==> src/rtl/keccak_pad_blk.sv <==
// keccak_pad_blk: packs a byte stream into little-endian 64-bit lanes, applies
// Keccak pad10*1 with a domain-separation byte, and emits 25-lane state frames.
module keccak_pad_blk #(
    parameter int unsigned RATE_LANES = 17,
    parameter logic [7:0]  DSBYTE     = 8'h06
) (
    input  logic        clk,
    input  logic        rst,
    input  logic        pushin,
    output logic        stopin,
    input  logic        lastin,
    input  logic [7:0]  din,
    output logic        pushout,
    input  logic        stopout,
    output logic        firstout,
    output logic [63:0] dout
);

    localparam int unsigned LANE_W    = 64;
    localparam logic [4:0]  LAST_RATE = 5'(RATE_LANES - 1);
    localparam logic [4:0]  LAST_LANE = 5'd24;
    localparam logic [LANE_W-1:0] PAD_TOP = 64'h8000_0000_0000_0000;

    typedef enum logic [1:0] {
        ABSORB = 2'd0,
        PAD    = 2'd1,
        CAP    = 2'd2
    } state_t;

    state_t            state;
    logic [2:0]        bc;
    logic [4:0]        ln;
    logic [LANE_W-1:0] lane_asm;
    logic              pad_pending;

    logic              out_adv;
    logic              accept;
    logic              last_rate;
    logic [5:0]        ds_shift;
    logic [LANE_W-1:0] asm_wr;
    logic [LANE_W-1:0] ds_mask;

    // Input backpressure: only absorb while the output register can take a lane.
    assign stopin    = rst || (state != ABSORB) || (pushout && stopout);
    assign out_adv   = !pushout || !stopout;
    assign accept    = pushin && !stopin;
    assign last_rate = (ln == LAST_RATE);
    assign ds_shift  = 6'({bc, 3'b000}) + 6'd8;
    assign ds_mask   = LANE_W'(DSBYTE) << ds_shift;

    // Assembly register with the incoming byte merged at position bc.
    always_comb begin
        asm_wr = lane_asm;
        asm_wr[8*bc +: 8] = din;
    end

    // Frame sequencer: absorb, pad and capacity phases with registered output lane.
    always_ff @(posedge clk) begin
        if (rst) begin
            state       <= ABSORB;
            bc          <= 3'd0;
            ln          <= 5'd0;
            lane_asm    <= '0;
            pad_pending <= 1'b0;
            pushout     <= 1'b0;
            firstout    <= 1'b0;
            dout        <= '0;
        end else begin
            case (state)
                ABSORB: begin
                    if (accept && bc == 3'd7) begin
                        pushout  <= 1'b1;
                        dout     <= asm_wr;
                        firstout <= (ln == 5'd0);
                        ln       <= ln + 5'd1;
                        bc       <= 3'd0;
                        if (last_rate) begin
                            lane_asm    <= '0;
                            pad_pending <= lastin;
                            state       <= CAP;
                        end else if (lastin) begin
                            // DSBYTE wraps into byte 0 of the next lane
                            lane_asm <= LANE_W'(DSBYTE);
                            state    <= PAD;
                        end else begin
                            lane_asm <= '0;
                        end
                    end else begin
                        if (accept) begin
                            bc <= bc + 3'd1;
                            if (lastin) begin
                                lane_asm <= asm_wr | ds_mask;
                                state    <= PAD;
                            end else begin
                                lane_asm <= asm_wr;
                            end
                        end
                        if (out_adv) begin
                            pushout <= 1'b0;
                        end
                    end
                end
                PAD: begin
                    if (out_adv) begin
                        pushout  <= 1'b1;
                        dout     <= last_rate ? (lane_asm | PAD_TOP) : lane_asm;
                        firstout <= (ln == 5'd0);
                        lane_asm <= '0;
                        ln       <= ln + 5'd1;
                        if (last_rate) begin
                            pad_pending <= 1'b0;
                            state       <= CAP;
                        end
                    end
                end
                CAP: begin
                    if (out_adv) begin
                        pushout  <= 1'b1;
                        dout     <= '0;
                        firstout <= (ln == 5'd0);
                        if (ln == LAST_LANE) begin
                            ln <= 5'd0;
                            bc <= 3'd0;
                            // A full final block leaves a padding-only frame to send
                            lane_asm <= pad_pending ? LANE_W'(DSBYTE) : '0;
                            state    <= pad_pending ? PAD : ABSORB;
                        end else begin
                            ln <= ln + 5'd1;
                        end
                    end
                end
                default: state <= ABSORB;
            endcase
        end
    end

endmodule

==> config.mk <==
export PLATFORM = sky130hd
export DESIGN_NAME = keccak_pad_blk
export DESIGN_NICKNAME = d
export VERILOG_FILES = /design/src/rtl/keccak_pad_blk.sv
export SDC_FILE = /design/constraint.sdc
export NUM_CORES = 1
export LEC_CHECK = 0
export ABC_AREA = 1
export CAP_MARGIN = 10
export CORE_ASPECT_RATIO = 1.5
export CORE_MARGIN = 4
export CORE_UTILIZATION = 60
export DETAILED_ROUTE_END_ITERATION = 6
export PLACE_DENSITY = 0.84
export SLEW_MARGIN = 10
export SYNTH_ARGS = -nofsm -noshare
export SYNTH_HDL_FRONTEND = slang
export SYNTH_SLANG_ARGS = --single-unit
==> constraint.sdc <==
create_clock -name clk -period 3.9 [get_ports clk]
set_input_delay 0.78 -clock clk [delete_from_list [all_inputs] [get_ports clk]]
set_output_delay 0.78 -clock clk [all_outputs]
set_load 0.1 [all_outputs]
======== Yosys cells after proc, flatten, opt, wreduce, memory -nomap -nowiden ========
Index checks and enable logic that the tools add are counted.
cells by class
  $add $sub $neg .......................... 4
  equal/unequal tests ..................... 14
  shift operators ......................... 3
  muxes and demuxes ....................... 47
  bitwise logic cells ..................... 1
  reductions and logical operators ........ 24
operator list
  operator                 count
  $mux 64                  9
  $pmux 64 s3              2
  $bwmux 64                1
  $or 64x64->64            1
  $shift 8x34->64 const A  1
  $shiftx 8x34->64         1
  $shl 3x6->64 const A     1
  $neg 6->34               1
  $mux 3                   7
  $mux 5                   4
  $mux 2                   8
  $pmux 5 s3               1
  $reduce_and 5->1         3
  $ne 2x2->1 const B       6
  $eq 5x5->1 const B       2
  $mux 1                   10
  $reduce_and 4->1         2
  $reduce_bool 2->1        4
  $add 6x4->6 const B      1
  $ne 3x3->1 const B       2
  $pmux 1 s2               3
  $pmux 2 s3               1
  $pmux 3 s2               1
  $reduce_and 3->1         2
  other kinds (13)         19
word-level totals
  flip-flop bits (word level) ............. 141
  bits of input ports ..................... 13
  output and inout bits ................... 67
  word-level logic and storage cells ...... 101

======== Logic depth before layout (Yosys ltp) ========
  depth after elaboration ................. 8
  gate-level depth with buffers ........... 14
  gate-level depth less buffers ........... 12

======== Worst setup path before layout ========
OpenSTA, ideal clock, no wires.
  path kind ............................... register to output
  start ................................... reg pushout
  end ..................................... out stopin
  arrival time ............................ 2065 ps
  data required time ...................... 3120 ps
  path slack .............................. 1055 ps
  stages on the path, launching flop included .. 3
  path buffers ............................ 0
  path through ............................ dfxtp_1 -> nand2_1 -> nand2_1
between the ends
  longest elaborated chain between the ends .. 2
RTL lines
  element                   RTL line  source
  start: declaration        13        output logic pushout,
  start signal: assignment  65        pushout <= 1'b0;
  start signal: assignment  72        pushout <= 1'b1;
  start signal: assignment  99        pushout <= 1'b0;
  $logic_and 1x1->1         44        assign stopin = rst || (state != ABSORB) || (pushout && stopout);
  $logic_or 1x1->1          44
  end: declaration          10        output logic stopin,
Every way passes these cells.

======== Final worst setup path ========
  start ................................... reg state[0]
  end ..................................... reg lane_asm[51]
between the ends
  longest elaborated chain between the ends .. 8
  elaborated cells between the ends (all ways) .. 17
  classes of those cells .................. 6 x eq/ne; 2 x mux; 9 x reduce/logical
RTL lines
  element                                                                  RTL line  source
  start: declaration                                                       30        state_t state;
  start signal: assignment                                                 126       state <= pad_pending ? PAD : ABSORB;
  $reduce_bool 2->1                                                        44
  $logic_or 1x1->1 (2 in a row)                                            44
  $logic_not 1->1                                                          46        assign accept = pushin && !stopin;
  $logic_and 1x1->1                                                        46
  $logic_and 1x1->1                                                        71        if (accept && bc == 3'd7) begin
  $ne 3x3->1 (no source line) / $mux 64 (equally long branches)            --
  $reduce_and 5->1 (no source line) / $pmux 64 s3 (equally long branches)  --
  end signal: assignment                                                   83        lane_asm <= LANE_W'(DSBYTE);
  end signal: assignment                                                   92        lane_asm <= asm_wr | ds_mask;
  end signal: assignment                                                   95        lane_asm <= asm_wr;
  end: declaration                                                         33        logic [LANE_W-1:0] lane_asm;
Parallel ways exist; a longest one is shown, timed or not.
A chain may end at the register's enable or synchronous reset.

==> flow_summary.ini <==
[setup_path]
crit_type = reg -> reg
cp.required_ns = 4.17
r2r-start = state[0]$_SDFFE_PP0P_
arrival_ns = 3.23
worstPathMaxFanout = 62
r2r.worst_path.cells = 8
reg2reg_to = lane_asm[51]$_SDFFE_PP0P_
end_kind = register
r2r_setup_slack_ns = 0.94
critPathLaunchType = register

[synthesis]
postSynthCellCount = 1065
synth.top_cell.area_share = 0.393
async_reset_ff_frac = 0
seq_area_frac_synth = 0.393
synth_edf_count = 0
synth.avg_cell_area_um2 = 6.74
synth_cell_types = 36
yosys.area.top_type = dfxtp_1
synth_seq_cells = 141
synthTopCellsByCount = nand2_1 (354), a21oi_1 (183), dfxtp_1 (141)
synth_nets = 1092
post-synth-top-count-cell = nand2_1
synth_area_leaders = dfxtp_1 (39%), nand2_1 (19%), a21oi_1 (13%)
yosys_warnings = 0
ys.flop_type = dfxtp_1
synth.cell_area_um2 = 7180

[clock_tree]
cts_root_buffer = clkbuf_16
clk_pin_slew_ns = 0.06
htree_num_levels = 4
clk_latency_ns = 0.42
clock_path_buffers = 2
clkSinkCount = 141
cts_resized = 0
postCtsSetupRepairBufs = 0
holdBufCountCts = 0
numCtsBuffers = 17
cts_tree = yes

[floorplanning]
initial_core_util = 0.619
rows = 48
core_area_um2 = 11600
die-height_um = 142
die_area_um2 = 13800
chipWidth_um = 97.3
io_pins = 80

[timing]
setup_violations = 0
clock.fmax_ghz = 0.338
rsz0062_at_grt = false
finalHoldViolations = 0
period_share = 0.759
skew_ns = 0.00855
slew_violations = 0
worstMarginPinSlew_ns = 0.986
fin_crit_ns = 2.96
relSlewSlack = 0.341
finalSetupTns_ns = 0

[route]
wire_per_inst_um = 16.1
route.detailed.drc = 0
avgViaCountPerCell = 5.79
first_iter_violations = 626
dr.pass1.iters = 6
routed_wl_um = 20400
ant_nets = 0
vias = 7376

[finish]
antenna_cells = 0
drive_gt1_frac = 0.0641
area_growth_pct = 17.4
final_nets = 1137

[place]
hpwl_um = 13100
gp_congestion = 0.979
io_buffers = 79

[global_routing]
grt_usage = 0.298
grt_first_pass_wirelength_um = 34000
grt_pass1_vias = 7084
grt_max_degree = 73
grt_overflow = 0
grt_antenna_before_repair = 0

[hold_path]
hold_end = firstout$_SDFFE_PP0P_
whs_path_depth = 2
hold_path.class = reg -> reg
min_from = firstout$_SDFFE_PP0P_

[job]
maxCapViolCount = 0

[status]
status = finished, final reports clean
==> cells in the final DEF, fill, tap and decap left out, types with 3 or more instances in the layout <==
master             n
nand3_1           32
a21oi_1          183
nand4_1           10
inv_1             49
dfxtp_1          141
o21ai_0           96
a21oi_2            6
inv_2              3
clkdlybuf4s50_1   77
clkinv_1           4
nand2_1          354
nor2_1            60
buf_4             11
ha_1              14
o21ai_1           13
nand3_2            5
clkinv_2           6
clkbuf_16         17
o21bai_1           4
nor3_1             6
nand2_2            3
==> layer usage <==
| layer | vias up | GRT usage | routed length, um |
|---|---|---|---|
| met5 | - | 0 | 0 |
| met3 | 68 | 0.0510 | 1430 |
| met4 | 0 | 0.155 | 769 |
| met2 | 334 | 0.516 | 10200 |
| li1 | 3595 | - | - |
| met1 | 3379 | 0.356 | 8020 |
==> state kept, by name, summed over array words and instances (netlist names) <==
| name | count |
|---|---|
| dout | 64 |
| lane_asm | 64 |
| ln | 5 |
| bc | 3 |
| state | 2 |
| firstout | 1 |
| pad_pending | 1 |
| pushout | 1 |
==> cell type report <==
type / instances / area [um^2]
Clock buffer: 19 / 443
Clock inverter: 13 / 116
Fill cell: 977 / 3160
Inverter: 57 / 215
Multi-Input combinational cell: 803 / 3770
Sequential cell: 141 / 2820
Tap cell: 150 / 188
Timing Repair Buffer: 90 / 878
==> worst max-delay path, stage by stage, from the launching register on <==
cell and delay, ns:
dfxtp_1 0.42, inv_1 0.12, ha_1 0.54, clkinv_1 0.68
nand2_1 0.52, nor2_8 0.07, buf_12 0.19, nand2_1 0.12
a21oi_1 0.06
==> worst max-delay path by stage <==
stage / depth (start not counted) / from / slack (ns) / end
3_5_place_dp: 8 / stopout / 0.62 / dout[56]$_SDFFE_PP0P_
4_1_cts: 8 / state[0]$_SDFFE_PP0P_ / 0.94 / lane_asm[42]$_SDFFE_PP0P_
6_report: 8 / state[0]$_SDFFE_PP0P_ / 0.94 / lane_asm[51]$_SDFFE_PP0P_
3_3_place_gp: 8 / stopout / 0.73 / dout[30]$_SDFFE_PP0P_
2_1_floorplan: 2 / pushout$_SDFFE_PP0P_ / 1.05 / stopin
5_1_grt: 8 / state[0]$_SDFFE_PP0P_ / 0.72 / lane_asm[42]$_SDFFE_PP0P_
==> stage by stage <==
step	hold WS, ns	std cells	cell area, um^2	utilization	setup slack (ns)
after floorplan	0.439	1065	7180	-	1.05
after global placement	0.450	1241	7870	0.679	0.726
after detailed placement	0.456	1241	7870	0.679	0.624
after CTS	0.471	1273	8430	0.728	0.940
after global routing	0.495	1273	8430	0.728	0.719
final	0.466	1273	8430	0.728	0.939
==> cells by family after synthesis <==
kind of cell | after synthesis | share of synthesized area
xor+xnor | 1 | 0.00122
simple gates | 479 | 0.277
fa+ha+maj | 14 | 0.0244
compound gates | 309 | 0.223
flops | 141 | 0.393
buf+inv | 121 | 0.0819
Power is not shown: default switching activity piles up to over one toggle a cycle in this logic, so the estimate is an artifact.
